`config.mk`:
```
export PLATFORM = sky130hd
export DESIGN_NAME = fdiv_seq
export DESIGN_NICKNAME = d
export VERILOG_FILES = /design/src/rtl/fp_pkg.sv /design/src/rtl/fp_classify.sv /design/src/rtl/fdiv_seq.sv
export SDC_FILE = /design/constraint.sdc
export NUM_CORES = 1
export LEC_CHECK = 0
export BUFFER_PORTS_ARGS = -buffer_cell sky130_fd_sc_hd__buf_4
export CAP_MARGIN = 30
export CORE_AREA = 2 2 147 149
export CTS_BUF_LIST = sky130_fd_sc_hd__clkbuf_8
export CTS_CLUSTER_DIAMETER = 60
export CTS_CLUSTER_SIZE = 28
export DETAILED_ROUTE_END_ITERATION = 6
export DIE_AREA = 0 0 149 151
export GPL_ROUTABILITY_DRIVEN = 1
export GPL_TIMING_DRIVEN = 0
export PLACE_DENSITY = 0.74
export SYNTH_ARGS = -nofsm -noshare
export SYNTH_HDL_FRONTEND = slang
export SYNTH_SLANG_ARGS = --single-unit
export TNS_END_PERCENT = 100
```
`constraint.sdc`:
```
create_clock -name clk_i -period 4 [get_ports clk_i]
set_input_delay 1 -clock clk_i [delete_from_list [all_inputs] [get_ports clk_i]]
set_output_delay 1 -clock clk_i [all_outputs]
set_load 0.05 [all_outputs]
```
`src/rtl/fp_pkg.sv`:
```
// -----------------------------------------------------------------------------
// fp_pkg
// Shared IEEE-754 single-precision definitions for the FP datapath (fdiv_seq,
// fmul). Holds the field widths, bias, canonical special encodings, the
// divider FSM state encoding, the operand class enum and a small pack helper.
// -----------------------------------------------------------------------------
package fp_pkg;

   localparam int EXP_W = 8;
   localparam int MAN_W = 23;
   localparam int BIAS  = 127;

   localparam logic [31:0] QNAN    = 32'h7FC0_0000;
   localparam logic [31:0] POS_INF = 32'h7F80_0000;

   // Divider control states
   typedef enum logic [1:0] {
      S_IDLE = 2'd0,
      S_DIV  = 2'd1,
      S_NORM = 2'd2,
      S_DONE = 2'd3
   } fdiv_state_e;

   // Operand classes; denormals are reported as FP_ZERO (flush-to-zero)
   typedef enum logic [1:0] {
      FP_ZERO = 2'd0,
      FP_NORM = 2'd1,
      FP_INF  = 2'd2,
      FP_NAN  = 2'd3
   } fp_class_e;

   // Assemble a single-precision word from its fields
   function automatic logic [31:0] fp_pack(input logic             s,
                                           input logic [EXP_W-1:0] e,
                                           input logic [MAN_W-1:0] f);
      return {s, e, f};
   endfunction

endpackage

```
`src/rtl/fp_classify.sv`:
```
// -----------------------------------------------------------------------------
// fp_classify
// Combinational IEEE-754 single-precision operand decoder, shared by fdiv_seq
// and fmul. Denormal encodings (exp==0) are classed as zero.
// Ports:
//   op_i    in   32  operand
//   cls_o   out  2   class (FP_ZERO/FP_NORM/FP_INF/FP_NAN)
//   sign_o  out  1   sign bit
//   exp_o   out  8   biased exponent field
//   man_o   out  24  significand with hidden one, {1, frac}
// -----------------------------------------------------------------------------
module fp_classify
   import fp_pkg::*;
(
   input  logic [31:0]      op_i,
   output fp_class_e        cls_o,
   output logic             sign_o,
   output logic [EXP_W-1:0] exp_o,
   output logic [MAN_W:0]   man_o
);

   logic [MAN_W-1:0] frac;

   assign sign_o = op_i[31];
   assign exp_o  = op_i[30:23];
   assign frac   = op_i[22:0];
   assign man_o  = {1'b1, frac};

   always_comb begin
      cls_o = FP_NORM;
      if (exp_o == '0) begin
         cls_o = FP_ZERO;
      end else if (exp_o == '1) begin
         cls_o = (frac == '0) ? FP_INF : FP_NAN;
      end
   end

endmodule

```
`src/rtl/fdiv_seq.sv`:
```
// -----------------------------------------------------------------------------
// fdiv_seq
// Iterative IEEE-754 single-precision divider, c_o = a_i / b_i. Restoring
// division producing one quotient bit per clock, then a single normalise /
// round-to-nearest-even cycle. Denormals flush to signed zero. Special
// operands bypass the iteration and produce a result one cycle after accept.
//
// Optional feature macro: FDIV_FLAGS_EN adds the flags_o port and its logic.
//
// Ports:
//   clk_i        in   1   clock, rising edge
//   rst_i        in   1   asynchronous active-high reset
//   in_valid_i   in   1   operands valid
//   in_ready_o   out  1   idle, operands accepted
//   a_i          in   32  dividend
//   b_i          in   32  divisor
//   res_valid_o  out  1   c_o holds a result
//   res_ready_i  in   1   consumer takes the result
//   c_o          out  32  quotient
//   flags_o      out  4   {invalid, div_by_zero, overflow, underflow}
//                         (FDIV_FLAGS_EN only)
// -----------------------------------------------------------------------------
module fdiv_seq
   import fp_pkg::*;
#(
   parameter int DATA_WIDTH = 32
) (
   input  logic                  clk_i,
   input  logic                  rst_i,
   input  logic                  in_valid_i,
   output logic                  in_ready_o,
   input  logic [DATA_WIDTH-1:0] a_i,
   input  logic [DATA_WIDTH-1:0] b_i,
   output logic                  res_valid_o,
   input  logic                  res_ready_i,
   output logic [DATA_WIDTH-1:0] c_o
`ifdef FDIV_FLAGS_EN
   ,
   output logic [3:0]            flags_o
`endif
);

   localparam int QBITS = 26;

   generate
      if (DATA_WIDTH != 32) begin : g_width_check
         $error("fdiv_seq supports DATA_WIDTH=32 only");
      end
   endgenerate

   // ---------------------------------------------------------------- operands
   fp_class_e        a_cls, b_cls;
   logic             a_sign, b_sign;
   logic [EXP_W-1:0] a_exp, b_exp;
   logic [MAN_W:0]   a_man, b_man;

   fp_classify u_cls_a (
      .op_i   (a_i[31:0]),
      .cls_o  (a_cls),
      .sign_o (a_sign),
      .exp_o  (a_exp),
      .man_o  (a_man)
   );

   fp_classify u_cls_b (
      .op_i   (b_i[31:0]),
      .cls_o  (b_cls),
      .sign_o (b_sign),
      .exp_o  (b_exp),
      .man_o  (b_man)
   );

   // --------------------------------------------------------------- registers
   fdiv_state_e       state_q, state_d;
   logic              sign_q, sign_d;
   logic signed [9:0] exp_q, exp_d;
   logic [MAN_W:0]    mb_q, mb_d;
   logic [MAN_W+1:0]  rem_q, rem_d;    // one bit wider: rem < 2*mb after shift
   logic [QBITS-1:0]  quo_q, quo_d;
   logic [4:0]        cnt_q, cnt_d;
   logic [31:0]       c_q, c_d;
`ifdef FDIV_FLAGS_EN
   logic [3:0]        flags_q, flags_d;
   logic [3:0]        sp_flags;
`endif

   // ------------------------------------------------------ special operands
   logic        res_sign;
   logic        sp_hit;
   logic [31:0] sp_res;

   assign res_sign = a_sign ^ b_sign;

   always_comb begin
      sp_hit = 1'b1;
      sp_res = '0;
`ifdef FDIV_FLAGS_EN
      sp_flags = 4'b0000;
`endif
      if ((a_cls == FP_NAN) || (b_cls == FP_NAN) ||
          ((a_cls == FP_ZERO) && (b_cls == FP_ZERO)) ||
          ((a_cls == FP_INF) && (b_cls == FP_INF))) begin
         sp_res = QNAN;
`ifdef FDIV_FLAGS_EN
         sp_flags = 4'b1000;
`endif
      end else if (a_cls == FP_INF) begin
         sp_res = POS_INF | {res_sign, 31'b0};
      end else if (a_cls == FP_ZERO) begin
         sp_res = {res_sign, 31'b0};
      end else if (b_cls == FP_ZERO) begin
         sp_res = POS_INF | {res_sign, 31'b0};
`ifdef FDIV_FLAGS_EN
         sp_flags = 4'b0100;
`endif
      end else if (b_cls == FP_INF) begin
         sp_res = {res_sign, 31'b0};
      end else begin
         sp_hit = 1'b0;
      end
   end

   // ---------------------------------------------------- restoring step
   logic             rem_ge;
   logic [MAN_W+1:0] rem_sub;

   assign rem_ge  = (rem_q >= {1'b0, mb_q});
   assign rem_sub = rem_ge ? (rem_q - {1'b0, mb_q}) : rem_q;

   // ---------------------------------------------------- normalise / round
   logic [QBITS-1:0]  q_n;
   logic signed [9:0] exp_n, exp_r;
   logic [MAN_W:0]    mant;
   logic              guard, sticky, round_up;
   logic [MAN_W+1:0]  mant_r;
   logic [MAN_W-1:0]  frac_r;
   logic              ovf, unf;
   logic [31:0]       norm_res;

   always_comb begin
      // Quotient lies in (0.5, 2); a clear top bit means one extra shift
      if (quo_q[QBITS-1]) begin
         q_n   = quo_q;
         exp_n = exp_q;
      end else begin
         q_n   = {quo_q[QBITS-2:0], 1'b0};
         exp_n = exp_q - 10'sd1;
      end
      mant     = q_n[QBITS-1:2];
      guard    = q_n[1];
      sticky   = q_n[0] | (|rem_q);
      round_up = guard & (sticky | mant[0]);
      mant_r   = {1'b0, mant} + {{MAN_W+1{1'b0}}, round_up};
      // Carry out of the rounding add: significand becomes 1.0, exponent +1
      if (mant_r[MAN_W+1]) begin
         exp_r  = exp_n + 10'sd1;
         frac_r = mant_r[MAN_W:1];
      end else begin
         exp_r  = exp_n;
         frac_r = mant_r[MAN_W-1:0];
      end
      ovf = (exp_r >= 10'sd255);
      unf = (exp_r <= 10'sd0);
      if (ovf) begin
         norm_res = POS_INF | {sign_q, 31'b0};
      end else if (unf) begin
         norm_res = {sign_q, 31'b0};
      end else begin
         norm_res = fp_pack(sign_q, exp_r[7:0], frac_r);
      end
   end

   // ------------------------------------------------- FSM next state / data
   always_comb begin
      state_d = state_q;
      sign_d  = sign_q;
      exp_d   = exp_q;
      mb_d    = mb_q;
      rem_d   = rem_q;
      quo_d   = quo_q;
      cnt_d   = cnt_q;
      c_d     = c_q;
`ifdef FDIV_FLAGS_EN
      flags_d = flags_q;
`endif
      case (state_q)
         S_IDLE: begin
            if (in_valid_i) begin
               sign_d = res_sign;
               exp_d  = $signed({2'b00, a_exp}) - $signed({2'b00, b_exp}) + 10'sd127;
               mb_d   = b_man;
               rem_d  = {1'b0, a_man};
               quo_d  = '0;
               cnt_d  = '0;
`ifdef FDIV_FLAGS_EN
               flags_d = 4'b0000;
`endif
               if (sp_hit) begin
                  c_d     = sp_res;
`ifdef FDIV_FLAGS_EN
                  flags_d = sp_flags;
`endif
                  state_d = S_DONE;
               end else begin
                  state_d = S_DIV;
               end
            end
         end
         S_DIV: begin
            quo_d = {quo_q[QBITS-2:0], rem_ge};
            rem_d = rem_sub << 1;
            cnt_d = cnt_q + 5'd1;
            if (cnt_q == 5'(QBITS - 1)) begin
               state_d = S_NORM;
            end
         end
         S_NORM: begin
            c_d     = norm_res;
`ifdef FDIV_FLAGS_EN
            flags_d = {2'b00, ovf, unf};
`endif
            state_d = S_DONE;
         end
         S_DONE: begin
            if (res_ready_i) begin
               state_d = S_IDLE;
            end
         end
         default: state_d = S_IDLE;
      endcase
   end

   always_ff @(posedge clk_i or posedge rst_i) begin
      if (rst_i) begin
         state_q <= S_IDLE;
         sign_q  <= 1'b0;
         exp_q   <= '0;
         mb_q    <= '0;
         rem_q   <= '0;
         quo_q   <= '0;
         cnt_q   <= '0;
         c_q     <= '0;
`ifdef FDIV_FLAGS_EN
         flags_q <= '0;
`endif
      end else begin
         state_q <= state_d;
         sign_q  <= sign_d;
         exp_q   <= exp_d;
         mb_q    <= mb_d;
         rem_q   <= rem_d;
         quo_q   <= quo_d;
         cnt_q   <= cnt_d;
         c_q     <= c_d;
`ifdef FDIV_FLAGS_EN
         flags_q <= flags_d;
`endif
      end
   end

   // ----------------------------------------------------------------- outputs
   assign in_ready_o  = (state_q == S_IDLE);
   assign res_valid_o = (state_q == S_DONE);
   assign c_o         = c_q;
`ifdef FDIV_FLAGS_EN
   assign flags_o     = flags_q;
`endif

endmodule

```
# == Word-level counts from Yosys, hierarchy flattened ==
# Index checks and enable logic that the tools add are counted.
# classes
n_addsub,7
magnitude_cmp,3
eq_ne,14
n_mux,37
bitwise,4
reduce_logical,19
# ops
op,n
$mux W32,7
$pmux W32 S2,1
$mux W31,2
$mux W26,2
$pmux W26 S2,1
$pmux W25 S2,1
$logic_not A23 Y1,2
$add A24 B1 Y25,1
$ge A25 B24 Y1,1
$mux W25,1
$reduce_or A25 Y1,1
$mux W24,1
$sub A24 B24 Y24,1
$mux W23,1
$mux W10,2
$eq A8 B8 Y1 const B,2
$logic_not A8 Y1,2
$mux W2,8
$eq A2 B2 Y1 const B,6
$add A10 B2 Y10 const B,1
$add A9 B8 Y10 const B,1
$ge A10 B9 Y1 const B,1
$le A10 B1 Y1 const B,1
$pmux W5 S2,1
other kinds (19),36
# word_totals
reg_bits,125
elab_cells,92

# == Depth between registers and ports, before layout ==
# depth
depth_word,13
ltp_mapped,17
mapped_depth_nobuf,12

# == By module ==
# Synthesis repeated with hierarchy kept, for this count alone.
# unflattened
cells_unflattened,1070
area_unflattened_um2,9564.2
# modules_own_cells
module,instances,cells_each,area_each_um2
fdiv_seq,1,974,8868.5
fp_classify,2,48,347.8

# == Worst setup path before layout ==
# No wires, ideal clock.
# synth_path
path_type,register to register
from,register quo_q[25]
to,"register c_q[1], in the netlist c_o[1]"
arrival_ns,4.290
required_time_ns,3.879
slack_ns,-0.411
path_stages_with_launch,17
n_path_buf,6
cell_sequence,dfrtp_1 buf_6 buf_6 buf_2 buf_1 clkbuf_1 mux2_2 ha_1 nand3_1 nor4b_4 nand4_4 nor2_8 mux2_2 o41a_2 and4bb_1 buf_6 a22o_1
# synth_via
elab_chain_len,10
# synth_lines
item,line_no,source
"start, declared",fdiv_seq.sv:79,"logic [QBITS-1:0] quo_q, quo_d;"
"start signal, assigned",fdiv_seq.sv:252,quo_q <= quo_d;
$mux W26,fdiv_seq.sv:142,if (quo_q[QBITS-1]) begin
$or A1 B1 Y1,fdiv_seq.sv:151,sticky = q_n[0] | (|rem_q);
$or A1 B1 Y1,fdiv_seq.sv:152,round_up = guard & (sticky | mant[0]);
$and A1 B1 Y1,fdiv_seq.sv:152,
$add A24 B1 Y25,fdiv_seq.sv:153,"mant_r = {1'b0, mant} + {{MAN_W+1{1'b0}}, round_up};"
$mux W10,fdiv_seq.sv:155,if (mant_r[MAN_W+1]) begin
$le A10 B1 Y1,fdiv_seq.sv:163,unf = (exp_r <= 10'sd0);
$mux W31,fdiv_seq.sv:166,end else if (unf) begin
$mux W31 *,fdiv_seq.sv:164,if (ovf) begin
$pmux W32 S2 *,fdiv_seq.sv:186,case (state_q)
"end signal, assigned",fdiv_seq.sv:242,c_q <= '0;
"end signal, assigned",fdiv_seq.sv:254,c_q <= c_d;
"end, declared",fdiv_seq.sv:81,"logic [31:0] c_q, c_d;"
# Every way passes the cells marked *; elsewhere a longest branch is shown, timed or not.
# A chain may end at the register's enable or synchronous reset.

# == Worst setup path in the final report ==
# layout_path
from,register quo_q[25]
to,"register c_q[3], in the netlist c_o[3]"
# Same word-level chain as after synthesis.

==> impl_results.md <==
* CTS Buf Count at 17
* Clock skew at 0.0116 ns
* Asr flop ratio synth at 1.00
* Vias/cell at 5.81
* Clk_lat worst skew at about 0.46 ns
* Synth Register Bits at 125
* H-tree depth at 4
* Largest net degree at the start of global routing at 43
* Clk pwr share at 0.126
* Detailed-route wire length per cell at 18.2 µm
* Max-slew headroom at 0.402
* Slowest CP cell: dfrtp_1
* Vias after detailed routing at around 8,600
* Worst setup SP type: register
* Final setup fails at 0
* Detail Placement HPWL at 20,200 µm
* Post-route antenna net violation count at 0
* Power share of the sequential group at 0.235
* Most frequent cells in the layout: 125 x dfrtp_1, 110 x buf_4, 108 x nand2_1, 87 x o21ai_0
* Seq. cell area at 0.00313 mm²
* Top-area cell type share of the netlist area at 0.338
* Post-Syn Nets at 1,171
* Die Y-Extent at 151 µm
* Fillers at ~2,000
* Root Buffer: clkbuf_8
* Buffers on Ports at around 100
* Initial Util at 0.445
* R2R depth at 18
* Post-Syn Instances at 1,059
* Footprint of the multi-input gates at 0.00564 mm²
* Critical Path Fanout Max at 19
* Worst hold path stage count at 2
* Routability cong. at ~0.95
* Slew Viols, Final at 0
* Total Routed Length at 26,800 µm
* Final Critical Period at between 3 and 4 ns
* GRT overflow at 0
* Crit Path Category: reg -> reg
* Crit path cell chain: buf_6 > buf_6 > buf_12 > clkbuf_8 > mux2_2 > ha_2 > nand3_2 > nor4b_4 > buf_4 > nand4_4 > buf_4 > buf_4 > a2111oi_4 > xor2_2 > nand3_2 > and4bb_1 > buf_6 > a22o_1
* Maxcap violations at 0
* Synth area leader: dfrtp_1
* Placed cell area at 0.0104 mm²
* Switching part of the total at 0.500
* Core area at 0.0208 mm²
* Global routing's busiest layer: met2
* Worst Hold Class: reg -> reg
* Synthesized area at 0.00926 mm²
* Vias in the first global route at around 8,100
* WP data arrival at around 4.3 ns
* Lkg Pwr at approximately 4.8 nW
* Met1 global-route usage at 0.312
* I/O Pins at between 100 and 150
* Initial antenna violation count at 0
* Final worst path period share at 0.969
* Critical Path End Type: register
* EDFF count, synth at 0
* M3 GR Usage at 0.0440
* PwrDens at 791 mW/mm²
* Internal power at 4.32 mW
* Clock transition at path regs at 0.07 ns
* Area grow syn2layout at 17.9%
* Slew at the pin with the worst max-slew slack at slightly below 0.9 ns
* Clock sinks at roughly 130
* Yosys cell types at 87
* Total Die Area at 0.0225 mm²
* Synth Flop Type: dfrtp_1
* CTS Buffer Depth at 2
* Layout cells sized above 1 at 0.170
* Combinational Power Share at 0.639
* Design Area, Final at 0.0109 mm²
* TNS Setup at 0 ns
* Final nets at ~1,300
* Ys Warns at 0
* Drt drc at 0
* Final worst setup slack at 0.122 ns
* Net switching power at 4.31 mW
* Slowest Stage Delay on Critical Path at 0.38 ns
* F_max at 258 MHz
* Worst slack, placed at -0.626 ns
* Synth area leaders: dfrtp_1 34%, ha_1 5.7%, o21ai_0 4.7%
* ANT cells at 0
* Met2 usage at 0.390
* Final Hold Vio Count at 0
* Worst path required time at 4.39 ns
* Status: complete, no violations
* Register area share after synthesis at 0.338
* Synth Area per Inst at 8.74 µm²
* Initial DRC count at 660
* GR Util All Layers at 0.237
* # rows at 53
* Number of detailed-route iterations in the first pass at 7
* DIE WIDTH at 149 µm
* First-pass GRT wire length at 41,900 µm
* Commonest non-fill, non-tap cell in the layout: dfrtp_1
* Post-CTS Hold Fix Bufs at 0
* CTS tree: yes
* Max VDD drop at between 0.4 and 0.5 mV
[path summary, 6_finish.rpt]
path,slack (ns),start,end
setup / recovery,0.12,quo_q[25],c_o[3]
hold / removal,0.47,mb_q[23],mb_q[23]
setup reg to reg,0.12,quo_q[25],c_o[3]
hold reg to reg,0.47,mb_q[23],mb_q[23]
max in group asynchronous,2.64,rst_i,mb_q[18]
min in group asynchronous,0.53,rst_i,quo_q[8]
[layout make-up]
cell class	count	area share
clock buffers	18	0.0227
flip-flops and latches	125	0.287
plain buffers	67	0.0294
well taps	275	0.0315
multi-input cells	811	0.517
inverters	55	0.0193
repair buffers	113	0.0815
clock inverters	13	0.0117
[power groups by stage]
stage | clock (mW) | combinational, mW | sequential (mW)
floorplan | 0 | 3.79 | 2.25
global placement | 0 | 5.25 | 2.04
detailed placement | 0 | 5.37 | 2.04
CTS | 1.10 | 5.42 | 2.02
global route | 1.16 | 6.01 | 2.07
finish | 1.09 | 5.52 | 2.03
[cells in the mapped netlist, drive strengths merged, types with 4 or more instances]
library cell / number
nand3: 37
nor2b: 15
and2: 10
ha: 42
xor2: 41
a221o: 8
a22o: 44
inv: 55
nor4b: 4
and3: 16
or2: 7
xnor2: 41
dfrtp: 125
buf: 17
a21o: 8
a2111oi: 5
nand4: 22
o22ai: 4
nand2b: 5
and4: 6
mux2: 6
o31ai: 7
nor4: 23
a31oi: 13
nand2: 109
nor2: 53
clkbuf: 51
nand3b: 4
or3: 12
nor3: 25
a21boi: 4
o21ai: 91
o21bai: 4
a21oi: 57
mux2i: 35
o21a: 8
o41a: 5
[critical path, delay by kind of cell, from the launching register on]
kind / cells / cell delay [ns]
buffers and inverters: 8 / 1.36
AND/OR/NAND/NOR: 5 / 1.00
flip-flops: 1 / 0.38
XOR/XNOR: 1 / 0.26
adder cells (fa/ha/maj): 1 / 0.20
AO/OA/AOI/OAI: 2 / 0.37
multiplexers: 1 / 0.24
[what timing repair did]
| action | 4_1_cts | 5_1_grt |
|---|---|---|
| cloned | 0 | 0 |
| setup endpoints to repair | 31 | 24 |
| buffers inserted | 4 | 5 |
| pin swaps | 1 | 3 |
| resized for setup | 4 | 5 |
| hold endpoints to repair | 0 | 0 |
[metrics by stage]
| step | util | total power [mW] | instances | hold WS, ns |
|---|---|---|---|---|
| floorplan | - | 6.04 | 1059 | 0.418 |
| global placement | 0.498 | 7.29 | 1435 | 0.457 |
| global route | 0.524 | 9.24 | 1477 | 0.488 |
| finish | 0.524 | 8.63 | 1477 | 0.472 |
| detailed placement | 0.501 | 7.41 | 1438 | 0.465 |
| CTS | 0.521 | 8.54 | 1472 | 0.482 |
[registers in the layout, indices dropped and copies added, names as in the netlist]
signal / flops
c_o: 32
sign_q: 1
state_q: 2
mb_q: 24
exp_q: 10
quo_q: 26
cnt_q: 5
rem_q: 25
[per-layer routing]
metal / vias up / wire [µm]
met5: - / 0
met4: 0 / 722
met3: 58 / 1790
met2: 314 / 12500
met1: 4102 / 11800
li1: 4111 / -
[logic make-up (layout without fill, tap and decap cells)]
group           Yosys count  in the layout  share of synthesized area
flops                   125            125                      0.338
buf+inv                 123            266                     0.0546
fa+ha+maj                44             44                     0.0611
simple gates            358            358                      0.210
compound gates          286            286                      0.212
xor+xnor                 82             82                     0.0792
mux                      41             41                     0.0451
Note: power is estimated with default switching activity, not from simulation.
